--- src/rtl/mic1_pkg.sv ---
`default_nettype none
// ============================================================================
// Module      : mic1_pkg
// Description : Shared types and constants for the MIC-1 register file stage:
//               word width, C-bus enable bit positions, B-bus source encoding.
// Revision    : 1.0 - initial release
// ============================================================================
package mic1_pkg;

  localparam int WORD_W    = 32;
  localparam int NUM_CREGS = 9;

  // Bit positions inside the 9-bit C-bus enable field
  localparam int C_MAR = 0;
  localparam int C_MDR = 1;
  localparam int C_PC  = 2;
  localparam int C_SP  = 3;
  localparam int C_LV  = 4;
  localparam int C_CPP = 5;
  localparam int C_TOS = 6;
  localparam int C_OPC = 7;
  localparam int C_H   = 8;

  // B-bus source encoding; codes 9..15 select a zero word
  typedef enum logic [3:0] {
    B_MDR   = 4'd0,
    B_PC    = 4'd1,
    B_MBR_S = 4'd2,
    B_MBR_U = 4'd3,
    B_SP    = 4'd4,
    B_LV    = 4'd5,
    B_CPP   = 4'd6,
    B_TOS   = 4'd7,
    B_OPC   = 4'd8
  } b_sel_e;

  // Sign-extend a fetched byte to a full datapath word
  function automatic logic [WORD_W-1:0] sext8(input logic [7:0] b);
    return {{(WORD_W-8){b[7]}}, b};
  endfunction

endpackage
`default_nettype wire

--- src/rtl/mic1_reg_file_if.sv ---
`default_nettype none
// ============================================================================
// Module      : mic1_reg_file_if
// Description : Memory-side bundle of the register file stage: data port
//               (word read/write) and instruction-fetch byte port.
// Revision    : 1.0 - initial release
// ============================================================================
interface mic1_reg_file_if;
  import mic1_pkg::*;

  logic [WORD_W-1:0] mem_addr;
  logic [WORD_W-1:0] mem_wdata;
  logic              mem_rd_req;
  logic              mem_wr_req;
  logic [WORD_W-1:0] mem_rdata;
  logic              mem_rvalid;
  logic [WORD_W-1:0] ifu_addr;
  logic              ifu_req;
  logic [7:0]        ifu_rdata;
  logic              ifu_rvalid;

  // Datapath side issues requests and consumes returned data
  modport master (
    output mem_addr, mem_wdata, mem_rd_req, mem_wr_req, ifu_addr, ifu_req,
    input  mem_rdata, mem_rvalid, ifu_rdata, ifu_rvalid
  );

  // Memory side answers requests
  modport slave (
    input  mem_addr, mem_wdata, mem_rd_req, mem_wr_req, ifu_addr, ifu_req,
    output mem_rdata, mem_rvalid, ifu_rdata, ifu_rvalid
  );

endinterface
`default_nettype wire

--- src/rtl/mic1_mem_port.sv ---
`default_nettype none
// ============================================================================
// Module      : mic1_mem_port
// Description : Memory handshake control for the MIC-1 register file:
//               request pulses, outstanding read/fetch tracking and the
//               combinational stall towards the control store.
// Revision    : 1.0 - initial release
// ============================================================================
module mic1_mem_port
  import mic1_pkg::*;
(
  input  logic       clk,
  input  logic       rst_n,
  input  logic [3:0] b_sel,
  input  logic       mdr_wr_en,
  input  logic       rd,
  input  logic       wr,
  input  logic       fetch,
  input  logic       mem_rvalid,
  input  logic       ifu_rvalid,
  output logic       stall,
  output logic       accept,
  output logic       mem_rd_req,
  output logic       mem_wr_req,
  output logic       ifu_req,
  output logic       mdr_load,
  output logic       mbr_load
);

  logic rd_pend;
  logic ft_pend;
  logic rd_busy;
  logic ft_busy;
  logic uses_mdr;
  logic uses_mbr;

  // A read/fetch counts as in flight from its issue cycle until the data returns
  always_comb begin
    rd_busy  = rd_pend | mem_rd_req;
    ft_busy  = ft_pend | ifu_req;
    uses_mdr = rd | (b_sel == B_MDR) | mdr_wr_en;
    uses_mbr = fetch | (b_sel == B_MBR_S) | (b_sel == B_MBR_U);
    stall    = (rd_busy & uses_mdr) | (ft_busy & uses_mbr);
    accept   = ~stall;
    // Returned data is only taken when a request is actually outstanding
    mdr_load = mem_rvalid & rd_pend;
    mbr_load = ifu_rvalid & ft_pend;
  end

  // Request pulses: one cycle, issued the cycle after the word is accepted
  always_ff @(posedge clk or negedge rst_n) begin
    if (!rst_n) begin
      mem_rd_req <= 1'b0;
      mem_wr_req <= 1'b0;
      ifu_req    <= 1'b0;
    end else begin
      mem_rd_req <= accept & rd;
      mem_wr_req <= accept & wr;
      ifu_req    <= accept & fetch;
    end
  end

  // Pending flags: set by the issued pulse, cleared by the matching rvalid
  always_ff @(posedge clk or negedge rst_n) begin
    if (!rst_n) begin
      rd_pend <= 1'b0;
      ft_pend <= 1'b0;
    end else begin
      rd_pend <= mem_rd_req | (rd_pend & ~mem_rvalid);
      ft_pend <= ifu_req | (ft_pend & ~ifu_rvalid);
    end
  end

endmodule
`default_nettype wire

--- src/rtl/mic1_reg_file.sv ---
`default_nettype none
// ============================================================================
// Module      : mic1_reg_file
// Description : MIC-1 register file and memory-port stage. Holds MAR, MDR,
//               PC, MBR, SP, LV, CPP, TOS, OPC and H; drives the A and B
//               buses into the ALU; writes back the C bus; owns the memory
//               read/write/fetch handshakes and the control-store stall.
// Revision    : 1.0 - initial release
// ============================================================================
module mic1_reg_file
  import mic1_pkg::*;
#(
  parameter logic [WORD_W-1:0] PC_RST  = 32'h0000_0000,
  parameter logic [WORD_W-1:0] SP_RST  = 32'h0000_8000,
  parameter logic [WORD_W-1:0] LV_RST  = 32'h0000_8000,
  parameter logic [WORD_W-1:0] CPP_RST = 32'h0000_4000
) (
  input  logic                 clk,
  input  logic                 rst_n,
  input  logic [3:0]           b_sel,
  input  logic [NUM_CREGS-1:0] c_en,
  input  logic [WORD_W-1:0]    c_bus,
  input  logic                 rd,
  input  logic                 wr,
  input  logic                 fetch,
  output logic [WORD_W-1:0]    a_bus,
  output logic [WORD_W-1:0]    b_bus,
  output logic                 stall,
  mic1_reg_file_if.master      mem
);

  logic [NUM_CREGS-1:0][WORD_W-1:0] regs;
  logic [7:0]                       mbr;
  logic                             accept;
  logic                             mdr_load;
  logic                             mbr_load;

  mic1_mem_port u_mem_port (
    .clk        (clk),
    .rst_n      (rst_n),
    .b_sel      (b_sel),
    .mdr_wr_en  (c_en[C_MDR]),
    .rd         (rd),
    .wr         (wr),
    .fetch      (fetch),
    .mem_rvalid (mem.mem_rvalid),
    .ifu_rvalid (mem.ifu_rvalid),
    .stall      (stall),
    .accept     (accept),
    .mem_rd_req (mem.mem_rd_req),
    .mem_wr_req (mem.mem_wr_req),
    .ifu_req    (mem.ifu_req),
    .mdr_load   (mdr_load),
    .mbr_load   (mbr_load)
  );

  // One register per C-bus enable bit; PC/SP/LV/CPP reset to their parameters
  for (genvar i = 0; i < NUM_CREGS; i++) begin : g_creg
    localparam logic [WORD_W-1:0] RST_VAL = (i == C_PC)  ? PC_RST  :
                                            (i == C_SP)  ? SP_RST  :
                                            (i == C_LV)  ? LV_RST  :
                                            (i == C_CPP) ? CPP_RST : '0;
    logic [WORD_W-1:0] q;

    if (i == C_MDR) begin : g_mdr
      // MDR: returning memory data takes priority over a C-bus write
      always_ff @(posedge clk or negedge rst_n) begin
        if (!rst_n)
          q <= RST_VAL;
        else if (mdr_load)
          q <= mem.mem_rdata;
        else if (accept && c_en[i])
          q <= c_bus;
      end
    end else begin : g_plain
      // Ordinary register: loads C bus when its enable is set on acceptance
      always_ff @(posedge clk or negedge rst_n) begin
        if (!rst_n)
          q <= RST_VAL;
        else if (accept && c_en[i])
          q <= c_bus;
      end
    end

    assign regs[i] = q;
  end

  // MBR is only written by the fetch port
  always_ff @(posedge clk or negedge rst_n) begin
    if (!rst_n)
      mbr <= 8'h00;
    else if (mbr_load)
      mbr <= mem.ifu_rdata;
  end

  // B-bus source multiplexer; unused codes read as zero
  always_comb begin
    b_bus = '0;
    case (b_sel)
      B_MDR:   b_bus = regs[C_MDR];
      B_PC:    b_bus = regs[C_PC];
      B_MBR_S: b_bus = sext8(mbr);
      B_MBR_U: b_bus = {{(WORD_W-8){1'b0}}, mbr};
      B_SP:    b_bus = regs[C_SP];
      B_LV:    b_bus = regs[C_LV];
      B_CPP:   b_bus = regs[C_CPP];
      B_TOS:   b_bus = regs[C_TOS];
      B_OPC:   b_bus = regs[C_OPC];
      default: b_bus = '0;
    endcase
  end

  // A bus and memory addresses follow the registers directly; MAR is a word index
  always_comb begin
    a_bus         = regs[C_H];
    mem.mem_addr  = regs[C_MAR] << 2;
    mem.mem_wdata = regs[C_MDR];
    mem.ifu_addr  = regs[C_PC];
  end

endmodule
`default_nettype wire

--- src/flat_wrapper.sv ---
// flat-port wrapper written by rule: the top's interface ports become plain ports
module mic1_reg_file_flat import mic1_pkg::*;
#(
  parameter logic [WORD_W-1:0] PC_RST  = 32'h0000_0000,
  parameter logic [WORD_W-1:0] SP_RST  = 32'h0000_8000,
  parameter logic [WORD_W-1:0] LV_RST  = 32'h0000_8000,
  parameter logic [WORD_W-1:0] CPP_RST = 32'h0000_4000
)
  (clk, rst_n, b_sel, c_en, c_bus, rd, wr, fetch, a_bus, b_bus, stall, mem_mem_addr, mem_mem_wdata, mem_mem_rd_req, mem_mem_wr_req, mem_ifu_addr, mem_ifu_req, mem_mem_rdata, mem_mem_rvalid, mem_ifu_rdata, mem_ifu_rvalid);
  mic1_reg_file_if mem_i ();
  input  logic clk;
  input  logic rst_n;
  input  logic [3:0] b_sel;
  input  logic [NUM_CREGS-1:0] c_en;
  input  logic [WORD_W-1:0] c_bus;
  input  logic rd;
  input  logic wr;
  input  logic fetch;
  output logic [WORD_W-1:0] a_bus;
  output logic [WORD_W-1:0] b_bus;
  output logic stall;
  output wire logic [$bits(mem_i.mem_addr)-1:0] mem_mem_addr;
  output wire logic [$bits(mem_i.mem_wdata)-1:0] mem_mem_wdata;
  output wire logic [$bits(mem_i.mem_rd_req)-1:0] mem_mem_rd_req;
  output wire logic [$bits(mem_i.mem_wr_req)-1:0] mem_mem_wr_req;
  output wire logic [$bits(mem_i.ifu_addr)-1:0] mem_ifu_addr;
  output wire logic [$bits(mem_i.ifu_req)-1:0] mem_ifu_req;
  input wire logic [$bits(mem_i.mem_rdata)-1:0] mem_mem_rdata;
  input wire logic [$bits(mem_i.mem_rvalid)-1:0] mem_mem_rvalid;
  input wire logic [$bits(mem_i.ifu_rdata)-1:0] mem_ifu_rdata;
  input wire logic [$bits(mem_i.ifu_rvalid)-1:0] mem_ifu_rvalid;
  assign mem_mem_addr = mem_i.mem_addr;
  assign mem_mem_wdata = mem_i.mem_wdata;
  assign mem_mem_rd_req = mem_i.mem_rd_req;
  assign mem_mem_wr_req = mem_i.mem_wr_req;
  assign mem_ifu_addr = mem_i.ifu_addr;
  assign mem_ifu_req = mem_i.ifu_req;
  assign mem_i.mem_rdata = mem_mem_rdata;
  assign mem_i.mem_rvalid = mem_mem_rvalid;
  assign mem_i.ifu_rdata = mem_ifu_rdata;
  assign mem_i.ifu_rvalid = mem_ifu_rvalid;
  mic1_reg_file #(.PC_RST(PC_RST), .SP_RST(SP_RST), .LV_RST(LV_RST), .CPP_RST(CPP_RST)) u_core (.clk(clk), .rst_n(rst_n), .b_sel(b_sel), .c_en(c_en), .c_bus(c_bus), .rd(rd), .wr(wr), .fetch(fetch), .a_bus(a_bus), .b_bus(b_bus), .stall(stall), .mem(mem_i));
endmodule
--- config.mk ---
export PLATFORM = sky130hd
export DESIGN_NAME = mic1_reg_file_flat
export DESIGN_NICKNAME = d
export VERILOG_FILES = /design/src/rtl/mic1_pkg.sv /design/src/rtl/mic1_reg_file_if.sv /design/src/rtl/mic1_mem_port.sv /design/src/rtl/mic1_reg_file.sv /design/src/flat_wrapper.sv
export SDC_FILE = /design/constraint.sdc
export NUM_CORES = 1
export LEC_CHECK = 0
export ABC_CLOCK_PERIOD_IN_PS = 4700
export CORE_UTILIZATION = 35
export CTS_CLUSTER_SIZE = 12
export DETAILED_ROUTE_END_ITERATION = 6
export GPL_TIMING_DRIVEN = 1
export PLACE_DENSITY_LB_ADDON = 0.2
export SYNTH_ARGS = -nofsm -noshare
export SYNTH_HDL_FRONTEND = slang
export SYNTH_SLANG_ARGS = --single-unit
--- constraint.sdc ---
create_clock -name clk -period 4.7 [get_ports clk]
set_input_delay 0.705 -clock clk [delete_from_list [all_inputs] [get_ports clk]]
set_output_delay 0.705 -clock clk [all_outputs]
set_load 0.03 [all_outputs]
# [Yosys cells after proc, flatten, opt, wreduce, memory -nomap -nowiden]
# Cells that the tools add are included.
[word_totals] word_cells=58 register_bits=299
[classes] n_mux=3 reduce_logical=11 n_bitwise=21 n_eq_ne=8
[ops] operator="$pmux 32 s9" n=1
[ops] operator="$mux 32" n=2
[ops] operator="$eq 4x3->1 const B" n=4
[ops] operator="$and 1x1->1" n=9
[ops] operator="$logic_and 1x1->1" n=9
[ops] operator="$or 1x1->1" n=9
[ops] operator="$eq 4x2->1 const B" n=2
[ops] operator="$eq 4x1->1 const B" n=1
[ops] operator="$eq 4x4->1 const B" n=1
[ops] operator="$logic_not 4->1" n=1
[ops] operator="$not 1->1" n=3
[ops] operator="$reduce_bool 2->1" n=1

# [Longest topological paths before layout]
# Gate-level depths: netlist (run 1).
[logic_depth] word_depth=9 ltp_mapped=7 ltp_nobuf=4

# [Hierarchy]
# Synthesis (run 1) repeated with hierarchy kept, for this count alone.
[unflattened] hier_cells=989 hier_area_um2=13531.7
[modules_own_cells] mod="mic1_reg_file" area_per_inst_um2=13296.5 seq_area_each_um2=7360.8 n_inst=1 cells_each=968
[modules_own_cells] mod="mic1_mem_port" area_per_inst_um2=235.2 seq_area_each_um2=125.1 n_inst=1 cells_each=21

# [Least setup slack after synthesis (run 1)]
# Ideal clock, no wire load.
[synth_timing] kind="input to output" startpoint="input port b_sel[3]" endpoint="output port b_bus[1]" arrival_time_ns=2.212 path_slack_ns=1.783 path_buffers=2 required_ns=3.995 stages=5 cell_sequence="buf_2 > nor2b_1 > clkbuf_1 > a32oi_1 > o21ai_0"
[synth_between] elab_chain_len=2 elab_cells_between_ends=10
[synth_rtl] element="from (decl)" line_no="flat_wrapper.sv:13" text="input logic [3:0] b_sel;"
[synth_rtl] element="$eq 4x4->1, or another cell as far along" line_no="mic1_reg_file.sv:99" text="case (b_sel)"
[synth_rtl] element="$pmux 32 s9 (*)" line_no="mic1_reg_file.sv:99"
[synth_rtl] element="to (decl)" line_no="flat_wrapper.sv:20" text="output logic [WORD_W-1:0] b_bus;"
# Every way passes the cells marked *; elsewhere a longest branch is shown, timed or not.

# [Worst setup path in the final report (run 1)]
[layout_timing] startpoint="input port b_sel[3]" endpoint="output port b_bus[26]"
# The elaborated chain is that of the path after synthesis.

==> results.md, run 1 <==
* Final Hold Viols at 0
* Number of flops mapped to enable cells by yosys at 0
* Post-synthesis adder-cell area fraction at 0%
* Ports at 256
* Synth Area in XOR/XNOR at 0%
* Worst setup EP type: output pin
* Top FF cell, synth: dfrtp_1
* Seq cells post-synth at 299
* Hold-fix buffers, CTS at 0
* Yosys warnings at 0
* Root Driver: clkbuf_16
* Minimum clock period at 3.85 ns
* DPL Wire Length at 26,700 um
* Initial detailed-routing violation count at 465
* Tot GR Track Use at 22.1%
* RD Place Congestion at 0.741
* Most instantiated library cell after synthesis: dfrtp_1
* Vias per cell at 5.38
* Asr flop ratio synth at 100%
* Worst EP required at 3.99 ns
* Largest net degree at the start of global routing at 124
* Seq/Total Area, Yosys at 55.8%
* Area share of the largest cell type after synthesis at 55.2%
* VDD IR max at 0.340 mV
* Yosys cell types at 46
* Final instance area at 17,600 um^2
* Routed Antenna Nets at 0
* Avg Cell Area, Syn at 13.9 um^2
* Vias in the first global route at 9,834
* Post-synthesis mux area share at 24.9%
* Max Fclk at 259 MHz
* Synth Area in Compound Gates at 10.3%
* CTS tree: built
* Combinational family with the most area after synthesis: multiplexers
* Worst-Margin Slew at 1.19 ns
* Layout net count at 1,299
* Power Density at 734 nW/um^2
* Hold Crit Class: input port to asynchronous set/reset pin
* Layout cells sized above 1 at 15.3%
* Max_cap viols at 0
* Area leader, netlist: dfrtp_1
* TNS Setup at 0 ns
* Chip height at 198 um
* Crit-path max FO at 18
* Clk_lat worst skew at 0.53 ns
* Most common library cells after synthesis: 296 x dfrtp_1, 240 x mux2_1, 44 x mux2_2
* Leak pwr at 7.42 nW
* DRC Markers at 0
* Slew margin rel. at 20.5%
* Data arrival time at the worst-slack endpoint at 3.15 ns
* Post-CTS setup buffer count at 0
* Cells after Synth at 969
* Storage element area at 7490 um^2
* Die area at 39,100 um^2
* Via count at 9,384
* First-pass GRT wire length at 63,800 um
* DP Area at 16,400 um^2
* Worst-path clk slew at 0.05 ns
* RSZ-0062 raised after global routing: no
* Num Clock Sinks at 299
* Endpoints failing setup at 0
* Fill count at 3,474
* Max Root-Sink Buffers at 3
* Max-slew violations at 0
* Total power at 12.9 mW
* Post_cts resized at 0
* Ranking of synthesized cells by area: dfrtp_1 55%, mux2_1 20%, mux2_2 3.7%
* # rows at 71
* Die W at 198 um
* Fin crit share at 82.0%
* WS Path Type: input port to output pin
* Std-Cell Core Area at 37,700 um^2
* Grt total ovfl at 0
* Htree depth at 2
* P&R area growth vs syn at 30.9%
* DRT Pass-1 Iters at 5
* Initial Utilization at 35.6%
* Routed len/inst at 24.1 um
* Worst hold slack at 0.232 ns
* Setup Skew at 0.00924 ns
* Footprint of the multi-input gates at 5500 um^2
* Initial antenna violation count at 2
* Number of I/O port buffers at 253
* Num CTS Buffers at 37
* CP startpoint kind: input port
* Final wirelength at 42,100 um
* Synth Cell Area at 13,400 um^2
* Status: completed
* Simple-gate share of the synthesized area at 5.25%
-- worst paths after layout --
path | start | to | slack, ns | cells past startpoint
max in group asynchronous | rst_n | u_core.a_bus[3] | 3.40 | 2
hold / removal | rst_n | u_core.g_creg[0].q[22] | 0.23 | 1
hold reg to reg | u_core.g_creg[4].q[14] | u_core.g_creg[4].q[14] | 0.48 | 1
setup reg to reg | u_core.u_mem_port.rd_pend | u_core.mem.mem_wdata[9] | 2.16 | 5
setup / recovery | b_sel[3] | b_bus[26] | 0.85 | 7
min in group clk | u_core.g_creg[4].q[14] | u_core.g_creg[4].q[14] | 0.48 | 1
-- critical path, cell delays in order --
cell and delay (ns):
clkdlybuf4s50_1 0.53, buf_4 0.28, nor2b_1 0.88, a22oi_1 0.23, o22ai_1 0.21, a211o_1 0.16
buf_4 0.16
-- area by class of cell --
type,count,share of cell area [%]
Sequential cell,299,42.6
Antenna cell,1,0.0142
Inverter,4,0.0854
Multi-Input combinational cell,588,31.3
Clock buffer,50,6.00
Tap cell,511,3.64
Timing Repair Buffer,277,15.8
Clock inverter,14,0.577
-- kinds of logic (layout without fill, tap and decap cells) --
group | after synthesis | count (layout)
flip-flops | 299 | 299
multiplexers | 298 | 298
AO/OA/AOI/OAI | 177 | 177
AND/OR/NAND/NOR | 111 | 111
buffers and inverters | 83 | 345
other | 1 | 3
-- sequential cells by signal, summed over array words and instances, names as in the netlist --
| name | cells |
|---|---|
| u_core.mem.mem_wdata | 32 |
| u_core.u_mem_port.mem_rd_req | 1 |
| u_core.a_bus | 32 |
| u_core.mbr | 8 |
| u_core.mem.ifu_addr | 32 |
| u_core.u_mem_port.mem_wr_req | 1 |
| u_core.u_mem_port.ft_pend | 1 |
| u_core.g_creg.q | 190 |
| u_core.u_mem_port.rd_pend | 1 |
| u_core.u_mem_port.ifu_req | 1 |
-- layout by cell type (no fill, tap or decap), drive strengths merged, types with 4 or more instances in the layout --
cell type      count
nand2             25
mux2i             14
inv                4
nor3b              4
nand3             16
a211o              8
clkbuf            50
dfrtp            296
a32oi              7
a22oi             42
o32a               6
clkdlybuf4s50    215
a221o             34
and3              36
nor3               7
nor2b              7
a21oi             26
o21ai              9
a221oi             5
o221ai             9
nor2               5
buf               62
clkinv            12
a21o              11
o22ai              9
mux2             284
-- metal layers --
layer	GRT usage, %	vias to the layer above	wire (um)
li1	-	4134	-
met2	35.3	296	19700
met3	4.21	65	2430
met5	0	-	0
met4	6.86	0	1040
met1	30.2	4889	19000
-- stage by stage --
| stage | setup slack, ns | utilization [%] | instances |
|---|---|---|---|
| final | 0.846 | 46.7 | 1744 |
| after global routing | 0.697 | 46.7 | 1744 |
| after CTS | 0.828 | 46.7 | 1743 |
| after detailed placement | 0.837 | 43.6 | 1679 |
| after global placement | 0.893 | 43.6 | 1679 |
| after floorplan | 1.78 | - | 970 |
-- power breakdown --
group / switching [mW] / leakage, nW / internal [mW] / total [mW]
sequential: 0.790 / 3.51 / 3.91 / 4.70
clock: 1.11 / 0.581 / 1.62 / 2.73
combinational: 2.98 / 3.33 / 2.49 / 5.47
Power figures use the tool's default switching activity.
==> run 2, diff against run 1 <==
Settings changed: ABC_CLOCK_PERIOD_IN_PS 4700 to 3180.
Clock period 4.7 ns to 3.18 ns, I/O delays scaled along.
==> results.md, run 2 (synthesis results as in run 1) <==
* CP Cell Sequence: dlygate4sd2_1 -> buf_4 -> nor4bb_4 -> buf_4 -> buf_4 -> a221o_1 -> or3_1 -> buf_4
* Ant diodes at 0 (-1)
* Number of I/O port buffers at 253 (unchanged)
* Layout cells sized above 1 at 17.1% (+1.8 points)
* Clk_lat worst skew at 0.53 ns (about the same)
* DRT Pass-1 Iters at 5 (unchanged)
* Slew margin rel. at 37.6% (+17 points)
* Fill count at 3,470 (-0.12%)
* Data arrival time at the worst-slack endpoint at 2.46 ns (-0.69 ns)
* Largest net degree at the start of global routing at 101 (-19%)
* Initial detailed-routing violation count at 397 (-15%)
* Worst path slowest cell: dlygate4sd2_1
* Crit-path max FO at 8 (-10)
* WS Path Type: input port to output pin
* Cells after DPL at 1,712 (+2.0%)
* Vias per cell at 5.32 (-1.2%)
* Tot GR Track Use at 21.8% (-0.30 points)
* Worst hold slack at -0.0222 ns (-0.254 ns)
* Max reg flops at 190 (unchanged)
* Max Fclk at 341 MHz
* Routed Antenna Nets at 0 (unchanged)
* Layout net count at 1,333 (+2.6%)
* Worst-Margin Slew at 0.930 ns (-0.257 ns)
* Ports at 256 (unchanged)
* Most common cell after layout, fill and taps aside: dfrtp_1
* Minimum clock period at 2.94 ns
* # rows at 71 (unchanged)
* Family with the most delay on the worst path: buffers and inverters
* Grt total ovfl at 0 (unchanged)
* Vias in the first global route at 9,945 (+1.1%)
* CP bufs+invs at 5 (+2)
* Worst EP required at 2.70 ns (-1.29 ns)
* RSZ-0062 raised after global routing: no
* Chip height at 198 um (unchanged)
* Setup Skew at 0.0182 ns (+0.00894 ns)
* Routed len/inst at 23.6 um (-2.1%)
* Endpoints failing setup at 0 (unchanged)
* Total power at 19.3 mW (+50%)
* Num Clock Sinks at 299 (unchanged)
* CTS tree: built
* Final Non-Filler Cells at 1,774 (+1.7%)
* RD Place Congestion at 0.786 (+6.2%)
* Die W at 198 um (unchanged)
* Final wirelength at 41,900 um (-0.46%)
* Num CTS Buffers at 36 (-2.7%)
* Failing checks: negative hold slack
* Initial antenna violation count at 0 (-2)
* Biggest register: u_core.g_creg.q
* Worst-path clk slew at 0.06 ns (about the same)
* DPL Wire Length at 28,100 um (+5.3%)
* Max-slew violations at 0 (unchanged)
* Max_cap viols at 0 (unchanged)
* Std-Cell Core Area at 37,700 um^2 (unchanged)
* Die area at 39,100 um^2 (unchanged)
* CP startpoint kind: input port
* Htree depth at 2 (unchanged)
* VDD IR max at 0.436 mV (+28%)
* Final Hold Viols at 5 (+5)
* Status: complete, but fails checks
* Initial Utilization at 35.6% (unchanged)
* Max stage delay on crit path at 0.45 ns (-0.43 ns)
* Most frequent cells in the layout: 296 x dfrtp_1, 240 x mux2_1, 214 x clkdlybuf4s50_1
* Fin crit share at 92.3%
* Hold Crit Class: input port to asynchronous set/reset pin
* Worst setup EP type: output pin
* Leak pwr at 7.64 nW (+3.0%)
* Most used cell, CP: buf_4
* Via count at 9,435 (+0.54%)
* Max Root-Sink Buffers at 3 (unchanged)
* Root Driver: clkbuf_16
* Power Density at 1070 nW/um^2 (+46%)
* DRC Markers at 0 (unchanged)
* P&R area growth vs syn at 34.1%
* First-pass GRT wire length at 63,500 um (-0.44%)
## run 2: final cells by class
cell class	instances	area, um^2	share of cell area [%]
clock buffers	55	1090	6.07
well taps	511	639	3.55
flip-flops and latches	299	7490	41.6
clock inverters	5	61.3	0.341
repair buffers	312	3200	17.8
multi-input cells	588	5500	30.6
inverters	4	15.0	0.0834
## run 2: power by group
group          switching, mW  internal (mW)  leakage, nW
Clock                   1.60           2.44        0.569
Sequential              1.19           5.78         3.51
Combinational           4.43           3.86         3.57
Total                   7.22           12.1         7.64
## run 2: worst paths after layout
check,from,end,slack (ns),depth (start not counted)
max,b_sel[3],b_bus[5],0.24,8
min in group clk,u_core.g_creg[0].q[27],u_core.g_creg[0].q[27],0.48,1
min,rst_n,u_core.g_creg[0].q[22],-0.02,1
min reg2reg,u_core.g_creg[0].q[27],u_core.g_creg[0].q[27],0.48,1
max reg2reg,u_core.u_mem_port.ifu_req,u_core.mem.ifu_addr[20],1.21,5
max in group asynchronous,rst_n,u_core.mbr[6],2.26,2
## run 2: through the flow
stage	hold slack [ns]	setup TNS (ns)	area [um^2]	utilization, %	setup WS (ns)
after floorplan	0.181	0	13400	-	0.719
after global placement	0.468	-0.0908	16800	44.7	-0.0509
after detailed placement	0.478	-0.635	16800	44.7	-0.171
after CTS	0.0383	0	18000	47.8	0.243
after global routing	0.0391	0	18000	47.8	0.217
final	-0.0222	0	18000	47.8	0.244
## run 2: what timing repair did
action | in CTS | in global routing
buffers inserted | 2 | 0
gates resized for setup | 2 | 0
hold endpoints to repair | 0 | 0
endpoints found under the setup margin | 10 | 0
hold buffers | 0 | 0
## run 2: per-layer routing
metal  global-route usage (%)  vias to the layer above  share of wire (%)
li1                         -                     4199                  -
met1                     30.0                     4925                 46
met2                     35.0                      253                 47
met3                     4.17                       58                5.0
met4                     5.71                        0                2.0
met5                        0                        -                  0
